**src/rtl/app_stream_rx.sv**
```systemverilog
// Application descriptor stream parser: tags every received flit with its
// field kind and task index, and queues it in a 2-entry output FIFO.
module app_stream_rx #(
  parameter int FLIT_SIZE = 32,
  parameter int MAX_TASKS = 32
) (
  input  logic                 clk_i,
  input  logic                 rst_ni,
  input  logic                 rx_i,
  input  logic [FLIT_SIZE-1:0] data_i,
  output logic                 credit_o,
  input  logic                 eoa_i,
  output logic                 out_valid_o,
  input  logic                 out_ready_i,
  output logic [FLIT_SIZE-1:0] out_data_o,
  output logic [3:0]           out_kind_o,
  output logic [7:0]           out_task_o,
  output logic                 out_last_o,
  output logic                 app_done_o,
  output logic                 err_o,
  output logic                 done_o
);

  typedef enum logic [3:0] {
    S_DSIZE = 4'd0, S_TCNT = 4'd1, S_MAP  = 4'd2, S_TAG   = 4'd3, S_GRAPH = 4'd4,
    S_TEXT  = 4'd5, S_DATA = 4'd6, S_BSS  = 4'd7, S_ENTRY = 4'd8, S_BIN   = 4'd9
  } state_t;

  typedef struct packed {
    logic [FLIT_SIZE-1:0] data;
    logic [3:0]           kind;
    logic [7:0]           tsk;
    logic                 last;
  } ent_t;

  state_t               r_state;
  logic [FLIT_SIZE-1:0] r_dsize, r_cnt, r_text, r_data;
  logic [7:0]           r_tcnt, r_idx;
  ent_t                 r_fifo [2];
  logic [1:0]           r_count;
  logic                 r_credit, r_app_done, r_err, r_done;

  state_t               w_next;
  logic                 w_push, w_pop, w_last, w_task_end, w_more, w_tcnt_big;
  logic [7:0]           w_task, w_tcnt_in;
  logic [8:0]           w_idx_inc;
  logic [FLIT_SIZE:0]   w_bin_sum;
  logic [FLIT_SIZE-1:0] w_bin_words;
  logic [1:0]           w_count_nxt;
  ent_t                 w_ent;

  assign w_push      = rx_i & r_credit;
  assign w_pop       = (r_count != 2'd0) & out_ready_i;
  assign w_count_nxt = r_count + {1'b0, w_push} - {1'b0, w_pop};
  assign w_idx_inc   = {1'b0, r_idx} + 9'd1;
  assign w_more      = w_idx_inc < {1'b0, r_tcnt};
  assign w_tcnt_big  = data_i > FLIT_SIZE'(MAX_TASKS);
  assign w_tcnt_in   = w_tcnt_big ? 8'(MAX_TASKS) : data_i[7:0];
  // Sum kept one bit wider so text+data cannot wrap before the word shift.
  assign w_bin_sum   = {1'b0, r_text} + {1'b0, r_data};
  assign w_bin_words = FLIT_SIZE'(w_bin_sum >> 2);

  always_comb begin
    w_next     = r_state;
    w_last     = 1'b0;
    w_task_end = 1'b0;
    w_task     = 8'd0;
    case (r_state)
      S_DSIZE: w_next = S_TCNT;
      S_TCNT: begin
        if (w_tcnt_in != 8'd0)      w_next = S_MAP;
        else if (r_dsize != '0)     w_next = S_GRAPH;
        else begin w_next = S_DSIZE; w_last = 1'b1; end
      end
      S_MAP: begin w_next = S_TAG; w_task = r_idx; end
      S_TAG: begin
        w_task = r_idx;
        if (w_more)                 w_next = S_MAP;
        else if (r_dsize != '0)     w_next = S_GRAPH;
        else                        w_next = S_TEXT;
      end
      S_GRAPH: begin
        if (r_cnt == r_dsize - FLIT_SIZE'(1)) begin
          if (r_tcnt != 8'd0) w_next = S_TEXT;
          else begin w_next = S_DSIZE; w_last = 1'b1; end
        end
      end
      S_TEXT: begin w_next = S_DATA;  w_task = r_idx; end
      S_DATA: begin w_next = S_BSS;   w_task = r_idx; end
      S_BSS:  begin w_next = S_ENTRY; w_task = r_idx; end
      S_ENTRY: begin
        w_task = r_idx;
        if (w_bin_words != '0) w_next = S_BIN;
        else                   w_task_end = 1'b1;
      end
      S_BIN: begin
        w_task = r_idx;
        if (r_cnt == w_bin_words - FLIT_SIZE'(1)) w_task_end = 1'b1;
      end
      default: w_next = S_DSIZE;
    endcase
    if (w_task_end) begin
      if (w_more) w_next = S_TEXT;
      else begin w_next = S_DSIZE; w_last = 1'b1; end
    end
  end

  always_comb begin
    w_ent      = '0;
    w_ent.data = data_i;
    w_ent.kind = r_state;
    w_ent.tsk  = w_task;
    w_ent.last = w_last;
  end

  always_ff @(posedge clk_i or posedge rst_ni) begin
    if (rst_ni) begin
      r_state    <= S_DSIZE;
      r_dsize    <= '0;
      r_cnt      <= '0;
      r_text     <= '0;
      r_data     <= '0;
      r_tcnt     <= 8'd0;
      r_idx      <= 8'd0;
      r_app_done <= 1'b0;
      r_err      <= 1'b0;
    end else begin
      if (eoa_i && r_state != S_DSIZE) r_err <= 1'b1;
      r_app_done <= w_push & w_last;
      if (w_push) begin
        r_state <= w_next;
        case (r_state)
          S_DSIZE: r_dsize <= data_i;
          S_TCNT: begin
            r_tcnt <= w_tcnt_in;
            r_idx  <= 8'd0;
            r_cnt  <= '0;
            if (w_tcnt_big) r_err <= 1'b1;
          end
          S_TAG: begin
            if (data_i != FLIT_SIZE'(1)) r_err <= 1'b1;
            r_idx <= w_more ? w_idx_inc[7:0] : 8'd0;
          end
          S_GRAPH: r_cnt  <= (w_next == S_GRAPH) ? r_cnt + FLIT_SIZE'(1) : '0;
          S_TEXT:  r_text <= data_i;
          S_DATA:  r_data <= data_i;
          S_ENTRY: r_cnt  <= '0;
          S_BIN:   r_cnt  <= (w_next == S_BIN) ? r_cnt + FLIT_SIZE'(1) : '0;
          default: ;
        endcase
        if (w_task_end) r_idx <= w_more ? w_idx_inc[7:0] : 8'd0;
      end
    end
  end

  // Entry 0 is always the head; a pop shifts entry 1 forward.
  always_ff @(posedge clk_i or posedge rst_ni) begin
    if (rst_ni) begin
      r_fifo[0] <= '0;
      r_fifo[1] <= '0;
      r_count   <= 2'd0;
      r_credit  <= 1'b0;
      r_done    <= 1'b0;
    end else begin
      r_count  <= w_count_nxt;
      r_credit <= w_count_nxt < 2'd2;
      r_done   <= eoa_i && ((w_push ? w_next : r_state) == S_DSIZE) && (w_count_nxt == 2'd0);
      case ({w_push, w_pop})
        2'b10: begin
          if (r_count == 2'd0) r_fifo[0] <= w_ent;
          else                 r_fifo[1] <= w_ent;
        end
        2'b01: r_fifo[0] <= r_fifo[1];
        2'b11: begin
          if (r_count == 2'd1) r_fifo[0] <= w_ent;
          else begin
            r_fifo[0] <= r_fifo[1];
            r_fifo[1] <= w_ent;
          end
        end
        default: ;
      endcase
    end
  end

  assign credit_o    = r_credit;
  assign out_valid_o = r_count != 2'd0;
  assign out_data_o  = r_fifo[0].data;
  assign out_kind_o  = r_fifo[0].kind;
  assign out_task_o  = r_fifo[0].tsk;
  assign out_last_o  = r_fifo[0].last;
  assign app_done_o  = r_app_done;
  assign err_o       = r_err;
  assign done_o      = r_done;

endmodule

```
**config.mk**
```make
export PLATFORM = sky130hd
export DESIGN_NAME = app_stream_rx
export DESIGN_NICKNAME = d
export VERILOG_FILES = /design/src/rtl/app_stream_rx.sv
export SDC_FILE = /design/constraint.sdc
export NUM_CORES = 1
export LEC_CHECK = 0
export CAP_MARGIN = 0
export CORE_MARGIN = 8
export CORE_UTILIZATION = 45
export CTS_CLUSTER_DIAMETER = 80
export DETAILED_ROUTE_END_ITERATION = 10
export DONT_BUFFER_PORTS = 1
export HOLD_SLACK_MARGIN = 0.15
export PLACE_DENSITY = 0.65
export SYNTH_ARGS = -nofsm -noshare
export SYNTH_HDL_FRONTEND = slang
export SYNTH_SLANG_ARGS = --single-unit
```
**constraint.sdc**
```tcl
create_clock -name clk_i -period 9.1 [get_ports clk_i]
set_clock_uncertainty 0.05 [all_clocks]
set_input_delay 1.365 -clock clk_i [delete_from_list [all_inputs] [get_ports clk_i]]
set_output_delay 1.365 -clock clk_i [all_outputs]
set_load 0.03 [all_outputs]
```
==> Yosys cells after proc, flatten, opt, wreduce, memory -nomap -nowiden <==
Cells that the tools add are included.
{ "totals": {"inputBits": 37, "output_inout_bits": 50, "regBits": 244, "elab_cells": 121} }
{ "classes": {"n_bitwise": 3, "n_eq_ne": 21, "addsub": 7, "n_lt_le_gt_ge": 3, "muxes": 40, "n_reduce_logical": 27} }
{ "ops": {"columns": ["operator", "n"], "rows": [
  ["45-bit two-way mux", 4],
  ["45-bit case mux with 3 select lines", 1],
  ["32-bit case mux with 3 select lines", 1],
  ["45-bit case mux with 2 select lines", 1],
  ["32-bit equality test", 2],
  ["32-bit two-way mux", 2],
  ["32-bit nonzero test", 2],
  ["4-bit case mux with 10 select lines", 1],
  ["32-bit by 32-bit adder with 33-bit output", 1],
  ["32-bit by 1-bit adder with 32-bit output (second input constant)", 1],
  ["32-bit by 6-bit > comparator with 1-bit output (second input constant)", 1],
  ["8-bit two-way mux", 4],
  ["32-bit by 1-bit inequality test with 1-bit output (second input constant)", 1],
  ["31-bit by 1-bit subtractor with 32-bit output (second input constant)", 1],
  ["32-bit by 1-bit subtractor with 32-bit output (second input constant)", 1],
  ["4-bit by 3-bit equality test with 1-bit output (second input constant)", 5],
  ["4-bit two-way mux", 4],
  ["8-bit case mux with 2 select lines", 1],
  ["8-bit nonzero test", 2],
  ["3-bit two-way mux", 5],
  ["2-bit AND reduction", 7],
  ["1-bit two-way mux", 13],
  ["4-bit equality test (second input constant)", 3],
  ["8-bit by 1-bit adder with 9-bit output (second input constant)", 1],
  ["other kinds (20)", 36]
]} }

==> Longest topological paths before layout <==
Gate-level depths: netlist (run 1).
{ "logic_depth": {"word_depth": 10, "depth_mapped": 19, "ltp_nobuf": 17} }

==> Least setup slack after synthesis (run 1) <==
OpenSTA, ideal clock, no wires.
{ "synth_path": {"path_kind": "register to register", "start": "register r_text[6]", "end": "register r_cnt[25]", "arrival_ns": 4.257, "slack_ns": 4.674, "setup_time_ns": 0.119, "required_time_ns": 8.931, "path_buffers": 2, "stages_incl_launch_ff": 18, "synth_period_minus_slack_ns": 4.426, "path_cell_list": "dfrtp_1 ha_1 buf_2 a21o_1 a31o_2 or3_1 a222oi_1 nand2_1 o21a_1 or4b_1 nand3_1 nand3_1 nor4_2 nand4b_2 nand3_1 and2_4 buf_6 nor2_1"} }
{ "synth_between": {"elab_chain_cells": 9, "word_cells_on_any_way": 15, "cone_classes": "add/sub (2); eq/ne (3); mux (9); reduce/logical (1)"} }
{ "synth_lines": {"columns": ["element", "line", "source"], "rows": [
  ["start: declaration", "37", "logic [FLIT_SIZE-1:0] r_dsize, r_cnt, r_text, r_data;"],
  ["start signal: assignment", "145", "S_TEXT: r_text <= data_i;"],
  ["32-bit by 32-bit adder with 33-bit output *", "60", "assign w_bin_sum = {1'b0, r_text} + {1'b0, r_data};"],
  ["31-bit by 1-bit subtractor with 32-bit output", "98", "if (r_cnt == w_bin_words - FLIT_SIZE'(1)) w_task_end = 1'b1;"],
  ["32-bit equality test", "98", null],
  ["1-bit two-way mux", "98", null],
  ["1-bit case mux with 2 select lines", "68", "case (r_state)"],
  ["4-bit two-way mux *", "102", "if (w_task_end) begin"],
  ["4-bit equality test or 4-bit by 3-bit equality test with 1-bit output (tied branches)", "148, 144", null],
  ["32-bit two-way mux (on tied branches)", "148, 144", null],
  ["32-bit case mux with 3 select lines *", "132", "case (r_state)"],
  ["end signal: assignment", "144", "S_GRAPH: r_cnt <= (w_next == S_GRAPH) ? r_cnt + FLIT_SIZE'(1) : '0;"],
  ["end signal: assignment", "148", "S_BIN: r_cnt <= (w_next == S_BIN) ? r_cnt + FLIT_SIZE'(1) : '0;"],
  ["end: declaration", "37", null]
]} }
Every way passes the cells marked *; elsewhere a longest branch is shown, timed or not.
A chain may end at the register's enable or synchronous reset.

==> Worst setup path after layout (run 1) <==
{ "layout_path": {"start": "register r_data[2]", "end": "register r_cnt[19]"} }
{ "layout_between": {"elab_chain_cells": 9, "word_cells_on_any_way": 15, "cone_classes": "add/sub (2); eq/ne (3); mux (9); reduce/logical (1)"} }
{ "layout_lines": {"columns": ["element", "line", "source"], "rows": [
  ["start: declaration", "37", null],
  ["start signal: assignment", "146", "S_DATA: r_data <= data_i;"],
  ["32-bit by 32-bit adder with 33-bit output *", "60", null],
  ["31-bit by 1-bit subtractor with 32-bit output", "98", null],
  ["32-bit equality test", "98", null],
  ["1-bit two-way mux", "98", null],
  ["1-bit case mux with 2 select lines", "68", null],
  ["4-bit two-way mux *", "102", null],
  ["4-bit equality test or 4-bit by 3-bit equality test with 1-bit output (tied branches)", "148, 144", null],
  ["32-bit two-way mux (on tied branches)", "148, 144", null],
  ["32-bit case mux with 3 select lines *", "132", null]
]} }
Marks and branches as above.

==> impl.org, run 1 <==
** Outcome
- The flow ran to the end, and the final reports show no timing, DRC or antenna violations.

** Yosys
- Proportion of synthesized flip-flops having asynchronous set or reset :: 100%
- After synthesis, the cell types taking the most area are sky130_fd_sc_hd__dfrtp_1, sky130_fd_sc_hd__mux2_2, sky130_fd_sc_hd__xnor2_1.
- Synthesis produced between 1500 and 2000 cells.
- When the netlist entered floorplanning its net count stood at 1748.
- Summed over its instances, the top area cell type makes up between 30% and 40% of the synthesized netlist area.
- Yosys warning total :: 0
- Counting flops with a built-in enable in the synthesized netlist gives 0.
- Netlist cell types :: 87
- For this run, the register share of the synthesized area comes to 38.8%.
- Per-instance average area after synthesis :: roughly 9.5 µm²
- Synthesis inferred 244 register bits.
- In this run the cell area of the synthesized design comes to 0.0157 mm².
- In the synthesized netlist the dominant register cell turns out to be sky130_fd_sc_hd__dfrtp_1.
- sky130_fd_sc_hd__dfrtp_1 takes more of the synthesized area than any other cell.

** Setup path
- Critical path startpoint category :: register
- Data on the critical path is required at its endpoint by 9.47 ns.
- Kind of capture point of the worst setup path :: register
- Category of the critical setup timing path :: register to register
- Data arrives at the worst endpoint at 6.24 ns.
- Of all nets on the critical path, the largest fanout is 30.

** Clock tree
- CTS tree :: built
- The clock drives about 240 sinks.
- Cts-stage hold buffer count :: 0
- Counting the buffers created by CTS gives 27.
- Post-CTS timing repair inserted 0 buffers for setup.
- Clock Path Buffers :: 3
- Clock latency on the worst-skew pair :: 0.56 ns
- Register clock-pin slew on the reported worst setup and hold paths :: 0.06 ns
- # resized after CTS :: 0
- The root buffer cell chosen for the clock tree is sky130_fd_sc_hd__clkbuf_16.
- In this run the number of H-tree levels came out at 1.

** Cells and area
- In the layout the commonest cells are sky130_fd_sc_hd__dfrtp_1, sky130_fd_sc_hd__nand2_1, sky130_fd_sc_hd__mux2_2.
- Number of filler cells placed in the layout :: 3247
- Syn-to-layout area delta :: 5.67%
- Antenna cell count :: 0
- Most common cell after layout, fill and taps aside :: sky130_fd_sc_hd__dfrtp_1
- After the last flow step, the layout net total stands at about 1700.
- Once layout is done, the placed cells without fillers occupy 0.0166 mm².
- Layout cells sized above 1 :: ~14%

** STA
- The number of slew-limit violations in the final report is 0.
- Worst relative slew slack :: 22.4%
- Unrepaired setup endpoints after global routing :: no
- Final critical delay including setup and external delays :: roughly 5.9 ns
- For the pin with the worst max-slew slack, the measured transition is roughly 1.2 ns.
- Total negative slack :: 0 ns
- Number of hold-slack violations in the final timing report :: 0
- Fmax :: between 0.15 and 0.2 GHz
- Final count of negative-setup-slack endpoints :: 0
- The final critical path takes up 64.5% of the cycle.

** Worst hold path
- Hold crit path type :: register to register

** Placement
- Routability congestion estimate from global placement :: ~0.96
- Buffers placed on the I/O ports in this run total 0.
- Half-perimeter wire length of the detailed placement result :: 33600 µm
- Summing all placed instances gives a cell area of between 0.015 and 0.02 mm².

** Routing
- In the routed design, unresolved DRC markers number 0.
- The routed design has between 40000 and 50000 µm of wire.
- Drt wl/cell :: 21.6 µm
- Routed via count divided by cell count :: around 6
- The first routing iteration left 1006 violations.
- The first detailed-routing pass took 5 iterations.
- Detail Route Antenna Nets :: 0
- For this block, the via count after detailed routing is 12500.

** Floorplan
- Core area :: 0.0345 mm²
- Die Outline Area :: a little over 0.04 mm²
- Starting utilization of the core area :: approximately 46%
- Die boundary height :: a little over 200 µm
- Total number of placement rows :: 68
- Die Wd :: 203 µm
- 87 I/O pins were placed.

** Power
- The worst-case IR drop observed on VDD is 0.207 mV.
- In this run the power density over the cells is ~320 mW/mm².
- Overall power :: 5.37 mW
- Summed over all cells, the static leakage comes to approximately 7.1 nW.

** GRT
- Maximum number of pins on one net before global-route repair :: 144
- Gr usage total :: 21.1%
- Total grt overflow :: 0
- Vias in the first global route :: 12200
- The number of antenna violations at the first check in global routing came to 0.
- First-pass GRT wire length :: 70200 µm

** Flow run
- The tool flagged a number of max-cap violations equal to 0.
[Yosys cell counts, types with 12 or more instances]
cell type,count
sky130_fd_sc_hd__dfrtp_1,244
sky130_fd_sc_hd__nand2_1,150
sky130_fd_sc_hd__mux2_2,132
sky130_fd_sc_hd__nor2_1,118
sky130_fd_sc_hd__o21ai_0,97
sky130_fd_sc_hd__xnor2_1,75
sky130_fd_sc_hd__clkbuf_1,74
sky130_fd_sc_hd__xor2_1,53
sky130_fd_sc_hd__a21oi_1,49
sky130_fd_sc_hd__ha_1,49
sky130_fd_sc_hd__nand3_1,48
sky130_fd_sc_hd__a22oi_1,46
sky130_fd_sc_hd__buf_4,45
sky130_fd_sc_hd__inv_1,34
sky130_fd_sc_hd__nand4_1,33
sky130_fd_sc_hd__nor3_1,33
sky130_fd_sc_hd__nor4_1,30
sky130_fd_sc_hd__a21o_1,22
sky130_fd_sc_hd__o21a_1,18
sky130_fd_sc_hd__or3_1,18
sky130_fd_sc_hd__and2_1,17
sky130_fd_sc_hd__o211ai_1,17
sky130_fd_sc_hd__and3_1,13
sky130_fd_sc_hd__and4_1,13
sky130_fd_sc_hd__or4_1,13
sky130_fd_sc_hd__a31oi_1,12
sky130_fd_sc_hd__nand2b_1,12
[sequential cells by signal, summed over array words and instances, names as in the netlist]
name / flops
r_text: 32
out_last_o: 1
app_done_o: 1
r_cnt: 32
credit_o: 1
out_kind_o: 4
r_idx: 8
err_o: 1
r_dsize: 32
r_fifo: 45
r_tcnt: 8
done_o: 1
r_data: 32
r_state: 4
out_data_o: 32
r_count: 2
out_task_o: 8
[path summary, 6_finish.rpt]
check,start,endpoint,slack [ns],cells past startpoint
worst max-delay path,r_data[2],r_cnt[19],3.23,15
worst min-delay path,r_fifo[18],r_fifo[18],0.43,2
worst max register to register,r_data[2],r_cnt[19],3.23,15
worst min register to register,r_fifo[18],r_fifo[18],0.43,2
max in group asynchronous,rst_ni,r_dsize[30],6.85,2
min in group asynchronous,rst_ni,r_fifo[5],0.80,1
[layout make-up]
| cell class | instances | area, µm² | area share [%] |
|---|---|---|---|
| Tap cell | 455 | 569 | 3.43 |
| Sequential cell | 244 | 6110 | 36.7 |
| Timing Repair Buffer | 9 | 67.6 | 0.407 |
| Clock buffer | 34 | 742 | 4.47 |
| Multi-Input combinational cell | 1252 | 8840 | 53.2 |
| Inverter | 35 | 139 | 0.836 |
| Clock inverter | 13 | 150 | 0.904 |
[power breakdown]
part	total [mW]	internal, mW	switching, mW	leakage [nW]
logic	2.28	0.926	1.36	3.52
registers	1.98	1.44	0.539	3.15
clock network	1.11	0.659	0.449	0.444
[metrics by stage]
stage	hold slack (ns)	worst slack [ns]	utilization, %	cells
after floorplan	0.401	0.983	-	1662
after global placement	0.417	3.44	45.6	1995
after detailed placement	0.426	3.38	45.6	1995
after CTS	0.439	3.34	48.2	2042
after global routing	0.465	2.88	48.2	2042
final	0.432	3.23	48.2	2042
[logic make-up (layout without fill, tap and decap cells)]
group | count (synthesis) | in the layout | synth area share (%)
fa+ha+maj | 49 | 49 | 3.90
buf+inv | 166 | 91 | 5.23
compound gates | 372 | 372 | 16.1
flops | 244 | 244 | 38.8
simple gates | 560 | 560 | 18.5
mux | 141 | 141 | 10.0
xor+xnor | 130 | 130 | 7.42
[worst max-delay path: stages, from the launching register on]
cell                       delay [ns]
sky130_fd_sc_hd__dfrtp_1         0.39
sky130_fd_sc_hd__ha_1            0.44
sky130_fd_sc_hd__nand4_1         0.26
sky130_fd_sc_hd__a211oi_1        0.61
sky130_fd_sc_hd__o21ai_1         0.19
sky130_fd_sc_hd__a222oi_1        1.02
sky130_fd_sc_hd__o211ai_1        0.31
sky130_fd_sc_hd__nor2_1          0.35
sky130_fd_sc_hd__a21oi_1         0.17
sky130_fd_sc_hd__nor4_1          0.46
sky130_fd_sc_hd__nand4_1         0.18
sky130_fd_sc_hd__nor4_2          0.33
sky130_fd_sc_hd__nand4b_2        0.29
sky130_fd_sc_hd__nand3_1         0.22
sky130_fd_sc_hd__and2_4          0.37
sky130_fd_sc_hd__nor2_1          0.10
[routing by layer]
metal  part of all wire [%]  global-route usage (%)
met1                     47                    30.7
met2                     44                    31.9
met3                    6.4                    3.47
met4                    2.2                    5.88
met5                      0                       0
Power figures use the tool's default switching activity.
==> run 2, diff against run 1 <==
clock period = 5.74 ns   (was 9.1 ns; I/O delays follow)
==> run 2 against run 1 <==
Against the previous run: non-clock buffer count grew 5; register-to-register slack worse by 2.8 ns; combinational power rose by 56%; cell count rose by 0.29%; die area stayed put; core utilization is 0.24 points higher; sequential power up 59%; hold slack got worse by 0.047 ns; fmax rose by 10%; first-iteration DRC count fell by 4.5%; largest power group unchanged.
==> impl.org, run 2 (same netlist as run 1, synthesis figures left out) <==
** Power
- Cell-internal power :: roughly 4.8 mW
- Dividing total power by cell area gives a power density of 508 mW/mm².
- In this run, the clock network consumes 21.2% of the power.
- Leakage power figure :: 7.14 nW
- Share of power burned in combinational logic :: 41.8%
- Worst IR drop on VDD :: about 0.36 mV
- Sequential cells burn 37.0% of the power.
- Sw Ratio :: 42.9%
- Sw Pwr :: 3.64 mW

** Clock tree
- Clock buffer count from CTS :: 26
- Number of buffers inserted by post-CTS setup repair :: 0
- In this run the clock root is driven by a sky130_fd_sc_hd__clkbuf_16.
- Max H-tree Level :: 1
- TritonCTS built the clock tree.
- # resized after CTS :: 0
- Cts-stage hold buffer count :: 1
- Clock-pin slew was measured on the worst setup and hold paths at 0.06 ns.
- Clock Path Buffers :: 3
- CTS saw 244 sinks.
- Clock latency on the worst-skew pair :: ~0.55 ns

** Placement
- Routability congestion estimate from global placement :: 0.944
- Detailed placement finished with a half-perimeter wire length of 32700 µm.
- Number of I/O port buffers :: 0
- After detailed placement, the design holds a cell count of 1999.

** Routing
- Total detailed-routing wirelength :: between 40000 and 50000 µm
- In the final routed layout, each cell accounts on average for 21.1 µm.
- Initial detailed-routing violation count :: 961
- The routed layout has about 12000 vias.
- Detail Route Antenna Nets :: 0
- Routed via count divided by cell count :: about 6.1
- For this run, the detailed router's first-pass iteration total came to 7.
- After detailed routing, the number of remaining DRC violations is 0.

** Worst hold path
- Min-delay src :: data_i[1]
- Hold crit path type :: input port to register
- The worst hold path terminates at r_tcnt[1].
- Hold path depth :: 2

** Setup path
- CP Data Arrival Time :: 5.71 ns
- In this run the critical register-to-register path is captured at done_o.
- STA classifies the critical path endpoint as a register.
- STA puts the critical path data required time at between 6 and 7 ns.
- FF-to-FF Start :: r_data[18]
- Along the worst path, the maximum fanout reaches 12.
- Category of the critical setup timing path :: register to register
- Critical path startpoint category :: register
- Reg-to-reg slack, setup :: 0.40 ns
- Measured in cells, the most critical reg-to-reg path has a length of 15.

** Cells and area
- Post-layout instance count excluding filler cells :: 2048
- Commonest non-fill, non-tap cells in the layout :: sky130_fd_sc_hd__dfrtp_1, sky130_fd_sc_hd__nand2_1, sky130_fd_sc_hd__mux2_2
- Leaving out fill and tap cells, the most frequent cell in the layout is sky130_fd_sc_hd__dfrtp_1.
- The register with the most flip-flops in the layout has 45 of them.
- Layout cells sized above 1 :: 14.5%
- Net count of the finished layout :: approximately 1700
- Syn-to-layout area delta :: 6.20%
- The register with the most flip-flops in the final layout is r_fifo.
- Fill cells in the final layout number 3176.
- The repair_antennas step left the layout with diodes totalling 0.

** STA
- The hold violation total from the final report was 0.
- Final count of negative-setup-slack endpoints :: 0
- Setup repair after global routing left no endpoint under its margin.
- Derived from the worst setup path, the maximum achievable clock frequency is about 0.19 GHz.
- Final critical delay including setup and external delays :: roughly 5.3 ns
- Final worst-path cycle share :: 93.0%
- Final count of pins violating max slew :: 0
- Measured against its own limit, the worst slew margin works out to 23.6%.
- Total negative slack :: 0 ns
- For the pin with the worst max-slew slack, the measured transition is 1.14 ns.

** Floorplan
- The die is roughly 200 µm tall.
- Total number of placement rows :: 68
- Ports placed on the boundary :: 87
- The initial utilization of the core area, before any placement, comes to 45.6%.
- Core area :: around 0.034 mm²
- Measured along the x axis, the die boundary spans 203 µm.
- Die Outline Area :: slightly above 0.04 mm²

** GRT
- For met1 alone, demand over resource in global routing was about 30%.
- The number of antenna violations at the first check in global routing was 1.
- For this run, global-route usage on met3 was measured as 2.88%.
- The number of global-route vias before repair was 12100.
- Global route hottest layer :: met2
- First-pass GRT wire length :: 69100 µm
- Gr usage total :: 20.6%
- Met2 GRT Util :: 31.7%
- Maximum number of pins on one net before global-route repair :: 92
- Summed over all layers, the global routing overflow is 0.

** Flow run
- Max-capacitance violation count :: 0

** Outcome
- Run status :: completed
==> run 2: cell count changes in the layout (fill, tap and decap cells not counted), sizes merged <==
cell         change
buf              +4
clkinvlp         +3
inv              -3
bufinv           +1
clkbuf           -1
clkinv           +1
dlygate4sd3      +1
==> run 2: area by class of cell <==
type | instances | area [µm²] | area share [%]
inverters | 35 | 135 | 0.809
clock inverters | 15 | 209 | 1.25
flip-flops and latches | 244 | 6110 | 36.6
well taps | 455 | 569 | 3.41
multi-input cells | 1252 | 8840 | 53.0
repair buffers | 14 | 120 | 0.719
clock buffers | 33 | 717 | 4.29
==> run 2: how the worst max path moves through the flow <==
stage | slack [ns] | cells past startpoint | start | to
2_1_floorplan | 1.31 | 17 | r_text[6] | r_cnt[25]
4_1_cts | 0.52 | 15 | r_data[18] | done_o
3_5_place_dp | 0.54 | 15 | r_data[18] | done_o
5_1_grt | 0.19 | 15 | r_text[17] | done_o
3_3_place_gp | 0.55 | 15 | r_text[18] | done_o
6_report | 0.40 | 15 | r_data[18] | done_o
==> run 2: power by group through the flow <==
stage	registers, mW	logic [mW]	clock network [mW]
after floorplan	2.64	3.27	0
after global placement	3.14	3.44	0
after detailed placement	3.16	3.50	0
after CTS	3.13	3.52	1.84
after global routing	3.22	3.92	1.90
final	3.14	3.55	1.80
==> run 2: critical path, stage by stage (launching register included) <==
cell                        delay (ns)
sky130_fd_sc_hd__dfrtp_1          0.39
sky130_fd_sc_hd__ha_1             0.55
sky130_fd_sc_hd__nand4_1          0.33
sky130_fd_sc_hd__nor4_1           0.65
sky130_fd_sc_hd__o211ai_1         0.28
sky130_fd_sc_hd__nand3_1          0.29
sky130_fd_sc_hd__xor2_1           0.20
sky130_fd_sc_hd__a21oi_1          0.32
sky130_fd_sc_hd__o2111ai_1        0.34
sky130_fd_sc_hd__nand3b_1         0.34
sky130_fd_sc_hd__mux2_2           0.32
sky130_fd_sc_hd__a211oi_2         0.26
sky130_fd_sc_hd__nand4b_2         0.29
sky130_fd_sc_hd__nand2_1          0.16
sky130_fd_sc_hd__o31ai_1          0.33
sky130_fd_sc_hd__nor4_2           0.10
==> run 2: through the flow <==
step | setup WS, ns | power, mW | hold WS [ns] | cell area [µm²] | utilization [%]
after detailed placement | 0.542 | 6.66 | 0.432 | 15800 | 45.7
after global routing | 0.193 | 9.04 | 0.378 | 16700 | 48.5
after floorplan | 1.31 | 5.90 | 0.401 | 15700 | -
after global placement | 0.545 | 6.58 | 0.418 | 15800 | 45.7
after CTS | 0.516 | 8.50 | 0.358 | 16700 | 48.5
final | 0.404 | 8.49 | 0.384 | 16700 | 48.5
==> run 2: metal layers <==
metal  wire length, µm  share of wire, %
met5                 0                 0
met4               923               2.1
met3              2770               6.4
met2             19100                44
met1             20400                47
